--- config.mk ---
export PLATFORM = sky130hd
export DESIGN_NAME = sd_spi_responder
export DESIGN_NICKNAME = d
export VERILOG_FILES = /design/src/rtl/sd_spi_pkg.sv /design/src/rtl/spi_sync_edge.sv /design/src/rtl/sd_spi_responder.sv
export SDC_FILE = /design/constraint.sdc
export NUM_CORES = 1
export LEC_CHECK = 0
export ABC_AREA = 1
export CORE_AREA = 3 3 102 104
export DETAILED_ROUTE_END_ITERATION = 8
export DIE_AREA = 0 0 105 107
export HOLD_SLACK_MARGIN = 0.02
export PLACE_DENSITY = 0.78
export SETUP_SLACK_MARGIN = 0.15
export SLEW_MARGIN = 5
export SYNTH_ARGS = -nofsm -noshare
export SYNTH_HDL_FRONTEND = slang
export SYNTH_SLANG_ARGS = --single-unit
--- constraint.sdc ---
create_clock -name clock_i -period 2.1 [get_ports clock_i]
set_input_delay 0.315 -clock clock_i [delete_from_list [all_inputs] [get_ports clock_i]]
set_output_delay 0.315 -clock clock_i [all_outputs]
set_load 0.005 [all_outputs]
--- src/rtl/sd_spi_pkg.sv ---
// Shared constants and types for the SD SPI responder.
//   IDLE_BYTE_DEF : MISO byte sent when the tx buffer is empty
//   CMD_START     : top two bits of the first byte of an SD command
//   CMD_LEN       : number of bytes in an SD command frame
//   fr_state_e    : command framer states
package sd_spi_pkg;

    localparam logic [7:0] IDLE_BYTE_DEF = 8'hFF;
    localparam logic [1:0] CMD_START     = 2'b01;
    localparam logic [2:0] CMD_LEN       = 3'd6;

    typedef enum logic {
        FR_IDLE,
        FR_COLLECT
    } fr_state_e;

endpackage

--- src/rtl/spi_sync_edge.sv ---
// Synchronizer plus edge detector for one asynchronous SPI pin.
//   clock_i : system clock
//   reset_i : synchronous active-high reset
//   d_i     : asynchronous pin
//   level_o : synchronized level
//   rise_o  : one-cycle pulse on a synchronized 0->1 transition
//   fall_o  : one-cycle pulse on a synchronized 1->0 transition
module spi_sync_edge #(
    parameter int unsigned SYNC_STG = 2,
    parameter logic        RST_VAL  = 1'b0
) (
    input  logic clock_i,
    input  logic reset_i,
    input  logic d_i,
    output logic level_o,
    output logic rise_o,
    output logic fall_o
);

    logic [SYNC_STG-1:0] sync_q;
    logic                prev_q;

    // RST_VAL matches the idle level of the pin so that leaving reset
    // with the pin idle produces no spurious edge.
    always_ff @(posedge clock_i) begin
        if (reset_i) begin
            sync_q <= {SYNC_STG{RST_VAL}};
            prev_q <= RST_VAL;
        end else begin
            sync_q <= {sync_q[SYNC_STG-2:0], d_i};
            prev_q <= sync_q[SYNC_STG-1];
        end
    end

    assign level_o = sync_q[SYNC_STG-1];
    assign rise_o  = level_o & ~prev_q;
    assign fall_o  = ~level_o & prev_q;

endmodule

--- src/rtl/sd_spi_responder.sv ---
// SPI mode-0 responder emulating the card side of an SD SPI link.
// Assembles MOSI bytes, drives MISO from a one-byte tx buffer and frames
// 6-byte SD commands (start 01b, index, 32-bit arg, CRC7, end bit).
//   clock_i     : system clock (25 MHz)
//   reset_i     : synchronous active-high reset
//   spi_cs_i    : chip select, active low
//   spi_sclk_i  : serial clock from master, idle low
//   spi_mosi_i  : data from master
//   spi_miso_o  : data to master
//   miso_oe_o   : MISO drive enable, high while CS is low
//   rx_data_o   : last received byte
//   rx_valid_o  : one-cycle pulse, rx_data_o updated
//   tx_data_i   : next byte to transmit
//   tx_load_i   : write tx_data_i into the tx buffer
//   tx_ready_o  : tx buffer empty
//   cmd_valid_o : one-cycle pulse, complete command framed
//   cmd_index_o : command index
//   cmd_arg_o   : command argument, first argument byte is the MSB
//   cmd_crc_o   : CRC7 field of the last byte
//   cmd_err_o   : one-cycle pulse, frame ended with end bit 0
//
// Framer states:
//   state      | meaning
//   FR_IDLE    | waiting for a byte matching 01xxxxxx
//   FR_COLLECT | collecting argument, CRC and end-bit bytes
module sd_spi_responder
    import sd_spi_pkg::*;
#(
    parameter logic [7:0]  IDLE_BYTE = IDLE_BYTE_DEF,
    parameter int unsigned SYNC_STG  = 2
) (
    input  logic        clock_i,
    input  logic        reset_i,
    input  logic        spi_cs_i,
    input  logic        spi_sclk_i,
    input  logic        spi_mosi_i,
    output logic        spi_miso_o,
    output logic        miso_oe_o,
    output logic [7:0]  rx_data_o,
    output logic        rx_valid_o,
    input  logic [7:0]  tx_data_i,
    input  logic        tx_load_i,
    output logic        tx_ready_o,
    output logic        cmd_valid_o,
    output logic [5:0]  cmd_index_o,
    output logic [31:0] cmd_arg_o,
    output logic [6:0]  cmd_crc_o,
    output logic        cmd_err_o
);

    logic cs_level, cs_rise, cs_fall;
    logic sclk_level, sclk_rise, sclk_fall;
    logic mosi_level, mosi_rise, mosi_fall;
    logic unused_sync;

    spi_sync_edge #(.SYNC_STG(SYNC_STG), .RST_VAL(1'b1)) u_sync_cs (
        .clock_i (clock_i),
        .reset_i (reset_i),
        .d_i     (spi_cs_i),
        .level_o (cs_level),
        .rise_o  (cs_rise),
        .fall_o  (cs_fall)
    );

    spi_sync_edge #(.SYNC_STG(SYNC_STG), .RST_VAL(1'b0)) u_sync_sclk (
        .clock_i (clock_i),
        .reset_i (reset_i),
        .d_i     (spi_sclk_i),
        .level_o (sclk_level),
        .rise_o  (sclk_rise),
        .fall_o  (sclk_fall)
    );

    spi_sync_edge #(.SYNC_STG(SYNC_STG), .RST_VAL(1'b0)) u_sync_mosi (
        .clock_i (clock_i),
        .reset_i (reset_i),
        .d_i     (spi_mosi_i),
        .level_o (mosi_level),
        .rise_o  (mosi_rise),
        .fall_o  (mosi_fall)
    );

    assign unused_sync = ^{sclk_level, mosi_rise, mosi_fall};

    // ------------------------------------------------------------------
    // Byte engine
    // ------------------------------------------------------------------
    logic [2:0] bit_cnt_q,  bit_cnt_d;
    logic [6:0] rx_shift_q, rx_shift_d;
    logic [7:0] rx_data_q,  rx_data_d;
    logic       rx_valid_q, rx_valid_d;
    logic [7:0] tx_shift_q, tx_shift_d;
    logic [7:0] tx_buf_q,   tx_buf_d;
    logic       tx_full_q,  tx_full_d;
    logic       miso_oe_q,  miso_oe_d;
    logic       reload;
    logic [7:0] reload_byte;

    // A load in the reload cycle wins over the buffer so the freshest
    // byte goes out without a detour through the buffer.
    always_comb begin
        reload_byte = IDLE_BYTE;
        if (tx_load_i) begin
            reload_byte = tx_data_i;
        end else if (tx_full_q) begin
            reload_byte = tx_buf_q;
        end
    end

    always_comb begin
        bit_cnt_d  = bit_cnt_q;
        rx_shift_d = rx_shift_q;
        rx_data_d  = rx_data_q;
        rx_valid_d = 1'b0;
        tx_shift_d = tx_shift_q;
        tx_buf_d   = tx_buf_q;
        tx_full_d  = tx_full_q;
        miso_oe_d  = miso_oe_q;
        reload     = 1'b0;

        if (tx_load_i) begin
            tx_buf_d  = tx_data_i;
            tx_full_d = 1'b1;
        end

        if (cs_fall) begin
            bit_cnt_d = 3'd0;
            miso_oe_d = 1'b1;
            reload    = 1'b1;
        end else if (cs_rise) begin
            // The shifter MSB is the MISO pin, so parking it at all ones
            // returns MISO high while deselected.
            bit_cnt_d  = 3'd0;
            miso_oe_d  = 1'b0;
            tx_shift_d = 8'hFF;
        end else if (!cs_level) begin
            if (sclk_rise) begin
                rx_shift_d = {rx_shift_q[5:0], mosi_level};
                bit_cnt_d  = bit_cnt_q + 3'd1;
                if (bit_cnt_q == 3'd7) begin
                    rx_data_d  = {rx_shift_q, mosi_level};
                    rx_valid_d = 1'b1;
                end
            end else if (sclk_fall) begin
                if (bit_cnt_q != 3'd0) begin
                    tx_shift_d = {tx_shift_q[6:0], 1'b1};
                end else begin
                    reload = 1'b1;
                end
            end
        end

        if (reload) begin
            tx_shift_d = reload_byte;
            tx_full_d  = 1'b0;
        end
    end

    always_ff @(posedge clock_i) begin
        if (reset_i) begin
            bit_cnt_q  <= 3'd0;
            rx_shift_q <= 7'd0;
            rx_data_q  <= 8'd0;
            rx_valid_q <= 1'b0;
            tx_shift_q <= 8'hFF;
            tx_buf_q   <= 8'd0;
            tx_full_q  <= 1'b0;
            miso_oe_q  <= 1'b0;
        end else begin
            bit_cnt_q  <= bit_cnt_d;
            rx_shift_q <= rx_shift_d;
            rx_data_q  <= rx_data_d;
            rx_valid_q <= rx_valid_d;
            tx_shift_q <= tx_shift_d;
            tx_buf_q   <= tx_buf_d;
            tx_full_q  <= tx_full_d;
            miso_oe_q  <= miso_oe_d;
        end
    end

    assign spi_miso_o = tx_shift_q[7];
    assign miso_oe_o  = miso_oe_q;
    assign rx_data_o  = rx_data_q;
    assign rx_valid_o = rx_valid_q;
    assign tx_ready_o = ~tx_full_q;

    // ------------------------------------------------------------------
    // Command framer
    // ------------------------------------------------------------------
    fr_state_e   fr_state_q, fr_state_d;
    logic [2:0]  fr_cnt_q,   fr_cnt_d;
    logic [5:0]  idx_q,      idx_d;
    logic [31:0] arg_q,      arg_d;
    logic        cmd_valid_q, cmd_valid_d;
    logic        cmd_err_q,   cmd_err_d;
    logic [5:0]  cmd_index_q, cmd_index_d;
    logic [31:0] cmd_arg_q,   cmd_arg_d;
    logic [6:0]  cmd_crc_q,   cmd_crc_d;

    always_ff @(posedge clock_i) begin
        if (reset_i) begin
            fr_state_q  <= FR_IDLE;
            fr_cnt_q    <= 3'd0;
            idx_q       <= 6'd0;
            arg_q       <= 32'd0;
            cmd_valid_q <= 1'b0;
            cmd_err_q   <= 1'b0;
            cmd_index_q <= 6'd0;
            cmd_arg_q   <= 32'd0;
            cmd_crc_q   <= 7'd0;
        end else begin
            fr_state_q  <= fr_state_d;
            fr_cnt_q    <= fr_cnt_d;
            idx_q       <= idx_d;
            arg_q       <= arg_d;
            cmd_valid_q <= cmd_valid_d;
            cmd_err_q   <= cmd_err_d;
            cmd_index_q <= cmd_index_d;
            cmd_arg_q   <= cmd_arg_d;
            cmd_crc_q   <= cmd_crc_d;
        end
    end

    always_comb begin
        fr_state_d = fr_state_q;
        fr_cnt_d   = fr_cnt_q;
        if (cs_rise) begin
            fr_state_d = FR_IDLE;
            fr_cnt_d   = 3'd0;
        end else if (rx_valid_q) begin
            case (fr_state_q)
                FR_IDLE: begin
                    if (rx_data_q[7:6] == CMD_START) begin
                        fr_state_d = FR_COLLECT;
                        fr_cnt_d   = 3'd1;
                    end
                end
                FR_COLLECT: begin
                    if (fr_cnt_q == CMD_LEN - 3'd1) begin
                        fr_state_d = FR_IDLE;
                        fr_cnt_d   = 3'd0;
                    end else begin
                        fr_cnt_d = fr_cnt_q + 3'd1;
                    end
                end
            endcase
        end
    end

    always_comb begin
        idx_d       = idx_q;
        arg_d       = arg_q;
        cmd_index_d = cmd_index_q;
        cmd_arg_d   = cmd_arg_q;
        cmd_crc_d   = cmd_crc_q;
        cmd_valid_d = 1'b0;
        cmd_err_d   = 1'b0;
        if (!cs_rise && rx_valid_q) begin
            case (fr_state_q)
                FR_IDLE: begin
                    if (rx_data_q[7:6] == CMD_START) begin
                        idx_d = rx_data_q[5:0];
                    end
                end
                FR_COLLECT: begin
                    if (fr_cnt_q == CMD_LEN - 3'd1) begin
                        if (rx_data_q[0]) begin
                            cmd_valid_d = 1'b1;
                            cmd_index_d = idx_q;
                            cmd_arg_d   = arg_q;
                            cmd_crc_d   = rx_data_q[7:1];
                        end else begin
                            cmd_err_d = 1'b1;
                        end
                    end else begin
                        arg_d = {arg_q[23:0], rx_data_q};
                    end
                end
            endcase
        end
    end

    assign cmd_valid_o = cmd_valid_q;
    assign cmd_err_o   = cmd_err_q;
    assign cmd_index_o = cmd_index_q;
    assign cmd_arg_o   = cmd_arg_q;
    assign cmd_crc_o   = cmd_crc_q;

endmodule
==> run summary, run 1 <==
IO Port Bufs -> 72
Average wire per standard cell -> 14.7 um
Core box area -> 9640 sq um
Final Critical Period -> 1830 ps
Clk sink count -> 134
Vias in the first global route -> 4382
Async SR Flop Fraction -> 0%
Nets@finish -> 735
Layout area overhead -> 27.0%
Leakage -> 2.41 nW
Pins over their slew limit -> 0
Slew Limit Headroom -> 68.9%
Cell Rows -> 36
CTS resizes -> 0
Clock insertion delay at the later pin of the skew report -> 520 ps
Chip Height -> 107 um
Status -> completed
Postcts setup bufs -> 0
Total gr overflow -> 0
Post-synth EDFFs -> 0
Routed Antenna Nets -> 0
FMAX -> 546 MHz
Register area share after synthesis -> 51.9%
Worst-Margin Slew -> 467 ps
CP required -> 1780 ps
Synth Instances -> 652
CTS H-tree lvls -> 4
Post-synth top flop -> dfxtp_1
Max IR drop VDD -> 559 uV
Cells traversed along the worst timing path -> clkdlybuf4s50_1
Vias -> 4683
Clk pwr share -> 51.9%
Gpl congestion -> 0.854
Yosys top cell by area -> dfxtp_1
TNS Setup -> 0 ps
Switching Share -> 21.9%
Most common cell in the netlist -> nand2_1
# setup viols final -> 0
Mapped Nets -> 672
DRT Wirelength -> 12700 um
Crit-path max FO -> 5
Yosys cell types -> 23
Post-Syn Area -> 5170 sq um
Family with the most delay on the worst path -> buffers and inverters
Synth top area share -> 51.9%
Main area contributors after synthesis -> dfxtp_1 52%, nand2_1 9.9%, a21oi_1 9.2%, nand3_1 5.8%, nand4_1 5.4%
RSZ-0062 raised after global routing -> no
Crit path launch type -> flip-flop
Clk buf depth -> 2
Crit path arrival time -> 1520 ps
Power per Cell Area -> 876 nW/um^2
Layout cells sized above 1 -> 10.4%
Seq pwr share -> 44.9%
Post-synth top cells -> 137 x nand2_1, 134 x dfxtp_1, 95 x a21oi_1
Worst-path clk slew -> 60 ps
Pin count of the biggest net entering global routing -> 47
Post-DP HPWL -> 8430 um
Clock Skews -> 6.80 ps
GRT Util Overall -> 22.6%
Class of the worst hold path -> input port to flip-flop
CP Capture Type -> output port
WP buf/inv -> 1
Seq cells post-synth -> 134
Synth warn -> 0
Crit Path Category -> flip-flop to output port
DIE WIDTH -> 105 um
Hold buffers post-CTS -> 0
CP max-delay cell -> clkdlybuf4s50_1
Initial antenna violation count -> 0
# diodes -> 0
Max cap viols -> 0
Post-Syn Area per Cell -> 7.93 sq um
Final Cycle Share -> 87.3%
Number of vias per cell -> 5.44
CTS tree -> done
Die ar. -> 11200 sq um
Internal -> 0.00449 W
Initial Util -> 53.6%
Worst hold slack -> 183 ps
Boundary Pins -> 73
Combinational share of power -> 3.2%
Final hold viol count -> 0
Root buffer cell -> clkbuf_8
Detailed Routing Iterations Pass 1 -> 8
DRC -> 0
Initial DRC Count -> 256
Net switching power -> 0.00126 W
CP peak stage delay -> 560 ps
First-pass GRT wire length -> 20700 um
Num CTS Buffers -> 17
## placed cells by master (no fill, tap or decap), types with 16 or more instances in the layout
master / n
buf_4: 17
clkdlybuf4s50_1: 71
clkbuf_16: 16
dfxtp_1: 134
a21oi_1: 95
nand3_1: 60
or2_2: 16
nand4_1: 45
nand2_1: 137
inv_1: 30
o21ai_0: 21
nor2_1: 41
## sequential cells by signal, indices dropped and copies added, names as in the netlist, 3 cells and up
signal and cells:
bit_cnt_q 3, cmd_arg_o 32, arg_q 32, rx_data_o 8, tx_shift_q 8, tx_buf_q 8, cmd_crc_o 7, idx_q 6
fr_cnt_q 3, cmd_index_o 6, rx_shift_q 7
## final timing paths
| kind | cells after the start | slack [ps] | end | startpoint |
|---|---|---|---|---|
| worst min register to register | 2 | 410 | u_sync_sclk.sync_q[1]$_SDFF_PP0_ | u_sync_sclk.sync_q[0]$_SDFF_PP0_ |
| worst max-delay path | 1 | 270 | rx_data_o[3] | rx_data_o[3]$_SDFFE_PP0P_ |
| worst min-delay path | 2 | 180 | tx_buf_q[3]$_SDFFE_PP0P_ | reset_i |
| worst max register to register | 9 | 270 | tx_shift_q[7]$_SDFFE_PP1P_ | u_sync_cs.prev_q$_SDFF_PP1_ |
## worst register-to-register path: cells and delay by family, from the launching register on
| family | cells | cell delay [ps] |
|---|---|---|
| AND/OR/NAND/NOR | 7 | 1040 |
| buffers and inverters | 1 | 60 |
| flip-flops | 1 | 370 |
| adder cells (fa/ha/maj) | 1 | 300 |
## cell families (layout without fill, tap and decap cells)
| group | Yosys count | in the layout | share of synthesized area [%] |
|---|---|---|---|
| buffers and inverters | 76 | 152 | 6.51 |
| AND/OR/NAND/NOR | 312 | 312 | 28.1 |
| AO/OA/AOI/OAI | 124 | 124 | 12.1 |
| adder cells (fa/ha/maj) | 6 | 6 | 1.45 |
| flip-flops | 134 | 134 | 51.9 |
## stage by stage
stage	worst slack [ps]	utilization (%)	cells	power [W]	cell area [sq um]
finish	267	68.1	861	0.00575	6570
detailed placement	254	61.8	829	0.00282	5960
CTS	251	68.1	861	0.00577	6560
global route	148	68.1	861	0.00591	6570
floorplan	602	-	652	0.00275	5170
global placement	362	61.8	829	0.00281	5960
## routing by layer
metal / wire length (um) / track usage (%)
met2: 6350 / 37.8
met5: 0 / 0
met4: 212 / 9.28
met3: 640 / 4.64
met1: 5480 / 28.6
## final cells by class
class	instances	area [sq um]
fill	782	3070
timing repair buffer	89	843
clock inverter	14	175
inverter	31	116
multi-input combinational	442	2160
clock buffer	18	428
tap	133	166
sequential	134	2680
## power groups by stage
stage                     Combinational [W]  Clock (W)  Sequential [W]
after floorplan                    0.000122          0         0.00263
after global placement             0.000177          0         0.00263
after detailed placement           0.000183          0         0.00263
after CTS                          0.000184    0.00301         0.00258
after global routing               0.000206    0.00313         0.00258
final                              0.000186    0.00298         0.00258
(Power assumes the default switching activity.)
==> run 2: changes to the inputs <==
--- a/config.mk
+++ b/config.mk
@@ -9,7 +9,6 @@
 export CORE_AREA = 3 3 102 104
 export DETAILED_ROUTE_END_ITERATION = 8
 export DIE_AREA = 0 0 105 107
-export HOLD_SLACK_MARGIN = 0.02
 export PLACE_DENSITY = 0.78
 export SETUP_SLACK_MARGIN = 0.15
 export SLEW_MARGIN = 5
==> results of run 2 <==
No change in the layout: final DEF, timing and power equal those of run 1.
